**config.mk**
```make
export PLATFORM = sky130hd
export DESIGN_NAME = instr_fetch_unit_flat
export DESIGN_NICKNAME = d
export VERILOG_FILES = /design/src/rtl/instr_fetch_unit_pkg.sv /design/src/rtl/instr_fetch_unit_if.sv /design/src/rtl/instr_fetch_unit_fifo.sv /design/src/rtl/instr_fetch_unit.sv /design/src/flat_wrapper.sv
export SDC_FILE = /design/constraint.sdc
export NUM_CORES = 1
export LEC_CHECK = 0
export ABC_AREA = 1
export CORE_MARGIN = 4
export CORE_UTILIZATION = 25
export CTS_CLUSTER_DIAMETER = 30
export CTS_CLUSTER_SIZE = 24
export DETAILED_ROUTE_END_ITERATION = 12
export PLACE_DENSITY = 0.44
export SLEW_MARGIN = 20
export SYNTH_ARGS = -nofsm -noshare
export SYNTH_HDL_FRONTEND = slang
export SYNTH_SLANG_ARGS = --single-unit
```
**constraint.sdc**
```tcl
create_clock -name clk -period 4.3 [get_ports clk]
set_input_delay 0.86 -clock clk [delete_from_list [all_inputs] [get_ports clk]]
set_output_delay 0.86 -clock clk [all_outputs]
set_load 0.01 [all_outputs]
```
**src/rtl/instr_fetch_unit_pkg.sv**
```systemverilog
// ----------------------------------------------------------------------------
// fetch_pkg
// Shared types and constants for the instruction fetch unit.
//   fetch_state_t : IDLE / RUN / FLUSH sequencing states
//   fetch_entry_t : one buffered instruction together with its PC
//   word_align()  : clears the byte offset of an address
// ----------------------------------------------------------------------------
package fetch_pkg;

  typedef enum logic [1:0] {
    IDLE  = 2'd0,
    RUN   = 2'd1,
    FLUSH = 2'd2
  } fetch_state_t;

  localparam int          OPCODE_W  = 7;
  localparam logic [31:0] INSTR_NOP = 32'h0000_0013;

  typedef struct packed {
    logic [31:0] instr;
    logic [31:0] pc;
  } fetch_entry_t;

  function automatic logic [31:0] word_align(input logic [31:0] addr);
    return {addr[31:2], 2'b00};
  endfunction

endpackage

```
**src/rtl/instr_fetch_unit_if.sv**
```systemverilog
// ----------------------------------------------------------------------------
// instr_fetch_unit_if
// Bundles the fetch unit's memory, redirect and decode channels.
//   master : fetch unit side (drives imem requests and dec_* outputs)
//   slave  : environment side (memory, execute redirect, decode stage)
// ----------------------------------------------------------------------------
interface instr_fetch_unit_if;
  import fetch_pkg::*;

  logic                imem_req_valid;
  logic                imem_req_ready;
  logic [31:0]         imem_req_addr;
  logic                imem_rsp_valid;
  logic [31:0]         imem_rsp_data;
  logic                redirect_valid;
  logic [31:0]         redirect_pc;
  logic                dec_valid;
  logic                dec_ready;
  logic [31:0]         dec_instr;
  logic [31:0]         dec_pc;
  logic [OPCODE_W-1:0] dec_opcode;

  modport master (
    output imem_req_valid, imem_req_addr,
    input  imem_req_ready,
    input  imem_rsp_valid, imem_rsp_data,
    input  redirect_valid, redirect_pc,
    output dec_valid, dec_instr, dec_pc, dec_opcode,
    input  dec_ready
  );

  modport slave (
    input  imem_req_valid, imem_req_addr,
    output imem_req_ready,
    output imem_rsp_valid, imem_rsp_data,
    output redirect_valid, redirect_pc,
    input  dec_valid, dec_instr, dec_pc, dec_opcode,
    output dec_ready
  );

endinterface

```
**src/rtl/instr_fetch_unit_fifo.sv**
```systemverilog
// ----------------------------------------------------------------------------
// fetch_fifo
// Synchronous FIFO of fetch_entry_t. DEPTH must be a power of two >= 2.
// Ports:
//   clk, rst_n          : clock, async active-low reset
//   push, push_data     : write an entry (ignored when full without a pop)
//   pop                 : remove the head entry (ignored when empty)
//   flush               : discard all entries; takes priority over push/pop
//   head                : current head entry
//   full, empty, count  : occupancy status
// ----------------------------------------------------------------------------
module fetch_fifo
  import fetch_pkg::*;
#(
  parameter int DEPTH = 2
) (
  input  logic                       clk,
  input  logic                       rst_n,
  input  logic                       push,
  input  fetch_entry_t               push_data,
  input  logic                       pop,
  input  logic                       flush,
  output fetch_entry_t               head,
  output logic                       full,
  output logic                       empty,
  output logic [$clog2(DEPTH):0]     count
);

  localparam int AW = $clog2(DEPTH);

  fetch_entry_t  entries_q [DEPTH];
  logic [AW:0]   wr_ptr_q, wr_ptr_d;
  logic [AW:0]   rd_ptr_q, rd_ptr_d;
  logic          push_ok, pop_ok;

  // Extra pointer bit distinguishes full from empty.
  assign count = wr_ptr_q - rd_ptr_q;
  assign empty = (wr_ptr_q == rd_ptr_q);
  assign full  = (count == (AW+1)'(DEPTH));
  assign head  = entries_q[rd_ptr_q[AW-1:0]];

  always_comb begin
    pop_ok   = pop & ~empty;
    push_ok  = push & (~full | pop_ok);
    wr_ptr_d = wr_ptr_q;
    rd_ptr_d = rd_ptr_q;
    if (flush) begin
      wr_ptr_d = '0;
      rd_ptr_d = '0;
    end else begin
      if (push_ok) wr_ptr_d = wr_ptr_q + 1'b1;
      if (pop_ok)  rd_ptr_d = rd_ptr_q + 1'b1;
    end
  end

  always_ff @(posedge clk or negedge rst_n) begin
    if (!rst_n) begin
      wr_ptr_q <= '0;
      rd_ptr_q <= '0;
    end else begin
      wr_ptr_q <= wr_ptr_d;
      rd_ptr_q <= rd_ptr_d;
    end
  end

  // Storage carries no reset; validity is tracked by the pointers alone.
  always_ff @(posedge clk) begin
    if (push_ok && !flush) entries_q[wr_ptr_q[AW-1:0]] <= push_data;
  end

endmodule

```
**src/rtl/instr_fetch_unit.sv**
```systemverilog
// ----------------------------------------------------------------------------
// instr_fetch_unit
// Fetch stage: holds the fetch PC, issues word requests to instruction
// memory, buffers returned words with their PC and hands them to decode.
// Execute redirects flush the buffer and drop in-flight responses.
//
// Parameters:
//   RESET_PC   : fetch PC after reset
//   FIFO_DEPTH : buffer entries (power of two, >= 2); also caps the number
//                of outstanding memory requests
// Ports:
//   clk, rst_n : clock, async active-low reset
//   bus        : instr_fetch_unit_if.master (imem req/rsp, redirect, dec)
//
// Build option IFU_BYPASS_EN: when defined, a response arriving while the
// buffer is empty (RUN, no redirect) is forwarded combinationally to dec_*
// and only buffered if decode does not take it that cycle.
//
// state | meaning
// IDLE  | one cycle after reset, nothing issued
// RUN   | issuing requests, buffering responses
// FLUSH | dropping responses that were in flight at a redirect
// ----------------------------------------------------------------------------
module instr_fetch_unit
  import fetch_pkg::*;
#(
  parameter logic [31:0] RESET_PC   = 32'h0000_0000,
  parameter int          FIFO_DEPTH = 2
) (
  input  logic                clk,
  input  logic                rst_n,
  instr_fetch_unit_if.master  bus
);

  localparam int              CNT_W   = $clog2(FIFO_DEPTH) + 1;
  localparam logic [CNT_W:0]  DEPTH_L = (CNT_W+1)'(FIFO_DEPTH);

  fetch_state_t      state_q, state_d;
  logic [31:0]       fetch_pc_q, fetch_pc_d;
  logic [31:0]       rsp_pc_q, rsp_pc_d;
  logic [CNT_W-1:0]  outstanding_q, outstanding_d;
  logic [CNT_W-1:0]  drop_cnt_q, drop_cnt_d;

  logic              redirect;
  logic              credit_ok;
  logic              req_valid;
  logic              req_fire;
  logic              rsp_taken;
  logic [CNT_W-1:0]  outst_after_rsp;
  logic              bypass;
  logic              bypass_take;

  logic              fifo_push;
  logic              fifo_pop;
  fetch_entry_t      fifo_wdata;
  fetch_entry_t      fifo_head;
  logic              fifo_full;
  logic              fifo_empty;
  logic [CNT_W-1:0]  fifo_count;

  assign redirect = bus.redirect_valid;

  // A stray response with nothing outstanding (e.g. after a reset the memory
  // did not see) is ignored rather than underflowing the counter.
  assign rsp_taken       = bus.imem_rsp_valid & (outstanding_q != '0);
  assign outst_after_rsp = outstanding_q - CNT_W'(rsp_taken);

  // Credits count both buffered and in-flight words so a response can
  // always be accepted without backpressure.
  assign credit_ok = ({1'b0, outstanding_q} + {1'b0, fifo_count}) < DEPTH_L;
  assign req_valid = (state_q == RUN) & credit_ok & ~redirect;
  assign req_fire  = req_valid & bus.imem_req_ready;

  assign bus.imem_req_valid = req_valid;
  assign bus.imem_req_addr  = word_align(fetch_pc_q);

`ifdef IFU_BYPASS_EN
  assign bypass      = fifo_empty & (state_q == RUN) & rsp_taken & ~redirect;
  assign bypass_take = bypass & bus.dec_ready;
`else
  assign bypass      = 1'b0;
  assign bypass_take = 1'b0;
`endif

  assign fifo_push  = (state_q == RUN) & rsp_taken & ~redirect & ~bypass_take;
  assign fifo_pop   = ~fifo_empty & bus.dec_ready;
  assign fifo_wdata = '{instr: bus.imem_rsp_data, pc: rsp_pc_q};

  fetch_fifo #(
    .DEPTH (FIFO_DEPTH)
  ) u_fifo (
    .clk       (clk),
    .rst_n     (rst_n),
    .push      (fifo_push),
    .push_data (fifo_wdata),
    .pop       (fifo_pop),
    .flush     (redirect),
    .head      (fifo_head),
    .full      (fifo_full),
    .empty     (fifo_empty),
    .count     (fifo_count)
  );

  // Decode-side view: buffer head, or the live response when bypassing.
  // An idle decode input sees a NOP so a stray sample is harmless.
  always_comb begin
    bus.dec_valid = ~fifo_empty;
    bus.dec_instr = fifo_empty ? INSTR_NOP : fifo_head.instr;
    bus.dec_pc    = fifo_head.pc;
    if (bypass) begin
      bus.dec_valid = 1'b1;
      bus.dec_instr = bus.imem_rsp_data;
      bus.dec_pc    = rsp_pc_q;
    end
  end

  assign bus.dec_opcode = bus.dec_instr[OPCODE_W-1:0];

  always_comb begin
    state_d       = state_q;
    fetch_pc_d    = fetch_pc_q;
    rsp_pc_d      = rsp_pc_q;
    drop_cnt_d    = drop_cnt_q;
    outstanding_d = outst_after_rsp + CNT_W'(req_fire);

    if (req_fire) fetch_pc_d = fetch_pc_q + 32'd4;

    case (state_q)
      IDLE: begin
        state_d = RUN;
      end
      RUN: begin
        if (redirect) begin
          // Whatever is still in flight after this cycle must be dropped.
          drop_cnt_d = outst_after_rsp;
          state_d    = (outst_after_rsp != '0) ? FLUSH : RUN;
        end else if (rsp_taken) begin
          rsp_pc_d = rsp_pc_q + 32'd4;
        end
      end
      FLUSH: begin
        if (rsp_taken) drop_cnt_d = drop_cnt_q - 1'b1;
        if (drop_cnt_d == '0) state_d = RUN;
      end
      default: begin
        state_d = IDLE;
      end
    endcase

    // A redirect always retargets both PCs; in FLUSH it leaves the drop
    // count alone because the same words are still in flight.
    if (redirect) begin
      fetch_pc_d = word_align(bus.redirect_pc);
      rsp_pc_d   = word_align(bus.redirect_pc);
    end
  end

  always_ff @(posedge clk or negedge rst_n) begin
    if (!rst_n) begin
      state_q       <= IDLE;
      fetch_pc_q    <= RESET_PC;
      rsp_pc_q      <= word_align(RESET_PC);
      outstanding_q <= '0;
      drop_cnt_q    <= '0;
    end else begin
      state_q       <= state_d;
      fetch_pc_q    <= fetch_pc_d;
      rsp_pc_q      <= rsp_pc_d;
      outstanding_q <= outstanding_d;
      drop_cnt_q    <= drop_cnt_d;
    end
  end

endmodule
```
**src/flat_wrapper.sv**
```systemverilog
// flat-port wrapper written by rule: the top's interface ports become plain ports
module instr_fetch_unit_flat import fetch_pkg::*;
#(
  parameter logic [31:0] RESET_PC   = 32'h0000_0000,
  parameter int          FIFO_DEPTH = 2
)
  (clk, rst_n, bus_imem_req_valid, bus_imem_req_addr, bus_imem_req_ready, bus_imem_rsp_valid, bus_imem_rsp_data, bus_redirect_valid, bus_redirect_pc, bus_dec_valid, bus_dec_instr, bus_dec_pc, bus_dec_opcode, bus_dec_ready);
  instr_fetch_unit_if bus_i ();
  input  logic clk;
  input  logic rst_n;
  output wire logic [$bits(bus_i.imem_req_valid)-1:0] bus_imem_req_valid;
  output wire logic [$bits(bus_i.imem_req_addr)-1:0] bus_imem_req_addr;
  input wire logic [$bits(bus_i.imem_req_ready)-1:0] bus_imem_req_ready;
  input wire logic [$bits(bus_i.imem_rsp_valid)-1:0] bus_imem_rsp_valid;
  input wire logic [$bits(bus_i.imem_rsp_data)-1:0] bus_imem_rsp_data;
  input wire logic [$bits(bus_i.redirect_valid)-1:0] bus_redirect_valid;
  input wire logic [$bits(bus_i.redirect_pc)-1:0] bus_redirect_pc;
  output wire logic [$bits(bus_i.dec_valid)-1:0] bus_dec_valid;
  output wire logic [$bits(bus_i.dec_instr)-1:0] bus_dec_instr;
  output wire logic [$bits(bus_i.dec_pc)-1:0] bus_dec_pc;
  output wire logic [$bits(bus_i.dec_opcode)-1:0] bus_dec_opcode;
  input wire logic [$bits(bus_i.dec_ready)-1:0] bus_dec_ready;
  assign bus_imem_req_valid = bus_i.imem_req_valid;
  assign bus_imem_req_addr = bus_i.imem_req_addr;
  assign bus_i.imem_req_ready = bus_imem_req_ready;
  assign bus_i.imem_rsp_valid = bus_imem_rsp_valid;
  assign bus_i.imem_rsp_data = bus_imem_rsp_data;
  assign bus_i.redirect_valid = bus_redirect_valid;
  assign bus_i.redirect_pc = bus_redirect_pc;
  assign bus_dec_valid = bus_i.dec_valid;
  assign bus_dec_instr = bus_i.dec_instr;
  assign bus_dec_pc = bus_i.dec_pc;
  assign bus_dec_opcode = bus_i.dec_opcode;
  assign bus_i.dec_ready = bus_dec_ready;
  instr_fetch_unit #(.RESET_PC(RESET_PC), .FIFO_DEPTH(FIFO_DEPTH)) u_core (.clk(clk), .rst_n(rst_n), .bus(bus_i));
endmodule
```
======== Word-level counts from Yosys, hierarchy flattened ========
Memories as Yosys holds them, arrays and structs flattened.
Cells that the tools add are included.
operators by class
  add/subtract/negate cells ............... 9
  order comparisons ....................... 1
  equality and inequality tests ........... 6
  multiplexer cells ....................... 20
  bitwise operators ....................... 13
  reductions and logical operators ........ 15
operators by type and width
  cell                   count
  $mux 32                6
  $add 32x3->32 const B  2
  $mux 2                 10
  $reduce_bool 2->1      8
  $and 1x1->1            9
  $pmux 2 s3             1
  $reduce_and 2->1       3
  $add 2x1->2 const B    2
  $eq 2x2->1 const B     2
  $logic_not 2->1        2
  $pmux 2 s2             1
  $add 2x2->3            1
  $lt 3x2->1 const B     1
  $not 1->1              3
  $add 2x1->2            1
  $eq 2x1->1 const B     1
  $eq 2x2->1             1
  $mux 1                 2
  $ne 2x1->1 const B     1
  $ne 2x2->1 const B     1
  $sub 2x1->2            1
  $sub 2x1->2 const B    1
  $sub 2x2->2            1
  $logic_and 1x1->1      1
  other kinds (2)        2
storage, ports and cells
  register bits after elaboration ......... 74
  bits in writable memories ............... 128
  output and inout bits ................... 105
  word-level logic and storage cells ...... 72
  memories kept ........................... 1
memory list
  memory                   depth  bits a word  rd ports  clocked after memory_dff  write ports  RTL line                     RTL
  u_core.u_fifo.entries_q  2      64           1         0                         1            instr_fetch_unit_fifo.sv:31  fetch_entry_t entries_q [DEPTH];

======== Depth between registers and ports, before layout ========
  depth after elaboration ................. 9
  mapped depth ............................ 13
  depth with buffers taken out ............ 12

======== Hierarchy ========
A second synthesis with hierarchy kept.
unflattened totals
  cell total of the unflattened synthesis .. 1,182
  area total of the unflattened synthesis .. 9,969.6 µm²
modules (own cells, without submodules)
  module            instances  cells each  area each (µm²)  sequential area each (µm²)
  instr_fetch_unit  1          810         5,047.3          1,651.6
  fetch_fifo        1          372         4,922.2          3,943.8

======== Least setup slack after synthesis ========
OpenSTA, ideal clock, no wires.
  kind .................................... input-to-reg
  from .................................... input port bus_redirect_valid
  to ...................................... memory u_core.u_fifo.entries_q[1][10] (netlist bit), enable pin
  arrival time ............................ 3.828 ns
  path slack .............................. -0.010 ns
  cell stages on the path ................. 5
  path buffers ............................ 0
  path through ............................ inv_2 -> nand2_2 -> nor2_1 -> nand2_1 -> nor2_1
between the ends
  cells in the longest elaborated chain, start to end .. 6
ends and longest elaborated chain
  element                         RTL line                     RTL
  start, declared                 flat_wrapper.sv:16           input wire logic [$bits(bus_i.redirect_valid)-1:0] bus_redirect_valid;
  $not 1->1                       instr_fetch_unit.sv:85       assign fifo_push = (state_q == RUN) & rsp_taken & ~redirect & ~bypass_take;
  $and 1x1->1                     instr_fetch_unit.sv:85
  $and 1x1->1                     instr_fetch_unit_fifo.sv:44  push_ok = push & (~full | pop_ok);
  $logic_and 1x1->1 *             instr_fetch_unit_fifo.sv:68  if (push_ok && !flush) entries_q[wr_ptr_q[AW-1:0]] <= push_data;
  $mux 1 *                        instr_fetch_unit_fifo.sv:68
  $mux 1 (implied by the code) *  instr_fetch_unit_fifo.sv:68
  end, declared                   instr_fetch_unit_fifo.sv:31
Mark *: on every way between the ends. The rest lies on a longest branch, timed or not.

======== Worst setup path after layout ========
  from .................................... register u_core.u_fifo.wr_ptr_q[0]
  to ...................................... output port bus_imem_req_valid
between the ends
  cells in the longest elaborated chain, start to end .. 5
ends and longest elaborated chain
  element                    RTL line                     RTL
  start, declared            instr_fetch_unit_fifo.sv:32  logic [AW:0] wr_ptr_q, wr_ptr_d;
  start signal, assigned     instr_fetch_unit_fifo.sv:61  wr_ptr_q <= wr_ptr_d;
  $sub 2x2->2                instr_fetch_unit_fifo.sv:37  assign count = wr_ptr_q - rd_ptr_q;
  $add 2x2->3                instr_fetch_unit.sv:70       assign credit_ok = ({1'b0, outstanding_q} + {1'b0, fifo_count}) < DEPTH_L;
  $lt 3x2->1                 instr_fetch_unit.sv:70
  $and 1x1->1 (2 in series)  instr_fetch_unit.sv:71       assign req_valid = (state_q == RUN) & credit_ok & ~redirect;
  end, declared              flat_wrapper.sv:11           output wire logic [$bits(bus_i.imem_req_valid)-1:0] bus_imem_req_valid;
Every way passes these cells.

==> flow_summary.json <==
{
  "grt_pass1_wl_um": 43300,
  "p_int_mw": 4.22,
  "grt_max_degree": 71,
  "synth_top_cell_area_share_pct": 38.9,
  "drive_above_1_share_pct": 5.49,
  "fin_crit_sh_pct": 87.6,
  "required_ns": 3.44,
  "viasPerCell": 4.27,
  "final_cell_mix": "466 x nand2_1, 167 x clkdlybuf4s50_1, 124 x edfxtp_1",
  "postCtsSetupBuffers": 0,
  "cap_viol_max_count": 0,
  "ioPinCount": 175,
  "rows": 71,
  "worstSetupPathType": "reg2out",
  "drt_iter0_markers": 469,
  "p_sw_mw": 2.37,
  "setup-tns-final_ns": 0,
  "ys_seq_area_share_pct": 57.2,
  "cts_buffers": 17,
  "setup_viol": 0,
  "rsz0062_at_grt": "no",
  "final_nets": 1356,
  "end_kind": "output pin",
  "synth_area_um2": 9570,
  "grt_overflow": 0,
  "yosys-top-cells-area": "edfxtp_1 39%, dfrtp_1 18%, nand2_1 18%, inv_1 4.4%, nand3_1 4.1%",
  "finalInstanceArea_um2": 12400,
  "grt_pass1_vias": 7497,
  "hold_viol_final": 0,
  "cp.arrival_ns": 2.91,
  "clock.fmax_ghz": 0.265,
  "n_antenna_cell": 0,
  "port-buffer-count": 168,
  "outcome": "complete, no violations",
  "seq_power_share_pct": 39.0,
  "die_y_um": 204,
  "clk_pin_slew_ns": 0.08,
  "dpl_cell_area_um2": 11800,
  "hold_ws_ns": 0.545,
  "clock-sinks": 194,
  "dp_cells": 1772,
  "remaining_drc_errors": 0,
  "dieArea_um2": 41500,
  "max_slew.worst_pin.slew_ns": 0.721,
  "path_max_fanout": 3,
  "clock_path_buffers": 2,
  "combPwrFrac_pct": 36.5,
  "maxSlewHeadroom_pct": 51.9,
  "hp-class": "reg2reg",
  "num_vias": 7711,
  "syn_area_per_cell_um2": 8.56,
  "ant_nets": 0,
  "final_util_pct": 32.9,
  "wl_per_cell_um": 15.6,
  "fin_skew_ns": 0.00926,
  "p_leak_nw": 5.30,
  "layout.cells.non_filler": 1804,
  "yosys.area.top_type": "edfxtp_1",
  "htree_levels": 4,
  "min_period_ns": 3.77,
  "syn2layout_area_growth_pct": 29.8,
  "root_buffer": "clkbuf_16",
  "power_density_nw_per_um2": 530,
  "grt_usage_pct": 13.5,
  "final_common_cell": "nand2_1",
  "postSynthCellCount": 1118,
  "cts_tree": "yes",
  "multi_input_area_um2": 3460,
  "synth-warning-count": 0,
  "ir_drop_v": 0.000255,
  "seqCellArea_um2": 5480,
  "routed_wl_um": 28200,
  "core_um2": 37800,
  "nFillCells": 3953,
  "ys_seq_elements": 194,
  "first_pass_iters": 5,
  "cts_resized": 0,
  "slew_violations": 0,
  "die_x_um": 204,
  "hpwl_um": 20200,
  "start_util_pct": 25.4,
  "antenna_found_initial": 0,
  "synth.distinct_cells": 38,
  "cts-hold-fix-buffers": 0,
  "crit_path_start_kind": "flip-flop",
  "switching_share_pct": 36.0,
  "gp_routability_congestion": 0.857,
  "insertion_delay_ns": 0.43,
  "p_clk_share_pct": 24.5
}
[critical path, cell delays in order, from the launching register on]
cell and delay [ns]:
dfrtp_1 0.38, inv_1 0.11, ha_1 0.35, or2_2 0.31
fa_1 0.49, nand2_1 0.09, nor2_4 0.17, clkdlybuf4s50_1 0.58
[synth_stat cells (all sizes together)]
master    n
a21boi    1
a21oi    19
a22oi     3
a31oi     2
and2      1
buf      26
clkbuf   15
conb      1
dfrtp    70
edfxtp  124
fa        1
ha        5
inv     119
nand2   469
nand3    80
nand3b    2
nand4    14
nor2     76
nor3     14
o211ai    9
o21a     10
o21ai    29
o21bai    5
o221ai    2
or2       4
xnor2     4
xor2     13
[power groups by stage]
stage / combinational [mW] / sequential (mW) / clock (mW)
after floorplan: 1.30 / 2.55 / 0
after global placement: 2.46 / 2.60 / 0
after detailed placement: 2.46 / 2.61 / 0
after CTS: 2.47 / 2.57 / 1.67
after global routing: 2.70 / 2.61 / 1.74
final: 2.40 / 2.57 / 1.62
[layout make-up]
class / instances / area share [%]
multi-input cells: 767 / 27.9
flip-flops and latches: 194 / 44.1
repair buffers: 181 / 14.6
clock inverters: 13 / 1.24
well taps: 511 / 5.14
inverters: 119 / 3.59
clock buffers: 19 / 3.48
[stage by stage]
step / total power, mW / setup slack [ns]
3_5_place_dp: 5.07 / 0.886
5_1_grt: 7.06 / 0.365
6_report: 6.59 / 0.532
3_3_place_gp: 5.06 / 0.895
2_1_floorplan: 3.85 / 1.03
4_1_cts: 6.71 / 0.450
[state kept, by name (all words and copies together), names as in the netlist]
register,cells
u_core.outstanding_q,2
u_core.u_fifo.rd_ptr_q,2
u_core.u_fifo.entries_q,124
u_core.drop_cnt_q,2
u_core.u_fifo.wr_ptr_q,2
u_core.fetch_pc_q,30
u_core.state_q,2
u_core.rsp_pc_q,30
[cell families after synthesis]
family,Yosys count,synth area share [%]
DFF,194,57.2
and+or+nand+nor,660,28.5
other,1,0.0392
adders and majority gates,6,0.863
buffers and inverters,160,6.84
AOI/OAI and AO/OA,80,5.06
xor gates and xnor gates,17,1.56
[worst paths after layout]
| path | start | end | slack (ns) | cells past startpoint |
|---|---|---|---|---|
| max | u_core.u_fifo.wr_ptr_q[0] | bus_imem_req_valid | 0.53 | 7 |
| min | u_core.rsp_pc_q[30] | u_core.u_fifo.entries_q[0][30] | 0.54 | 0 |
| max reg2reg | u_core.u_fifo.wr_ptr_q[0] | u_core.outstanding_q[1] | 1.39 | 10 |
| min reg2reg | u_core.rsp_pc_q[30] | u_core.u_fifo.entries_q[0][30] | 0.54 | 0 |
| max in group asynchronous | rst_n | u_core.u_fifo.rd_ptr_q[0] | 3.22 | 2 |
| min in group asynchronous | rst_n | u_core.u_fifo.rd_ptr_q[1] | 0.56 | 2 |
[routing by layer]
layer | global-route usage, % | up-vias | wire length, um
met5 | 0 | - | 0
met4 | 3.59 | 0 | 429
met3 | 2.48 | 21 | 1360
met2 | 20.8 | 212 | 12500
met1 | 19.7 | 3567 | 14000
li1 | - | 3911 | -
Note: power is estimated with default switching activity, not from simulation.
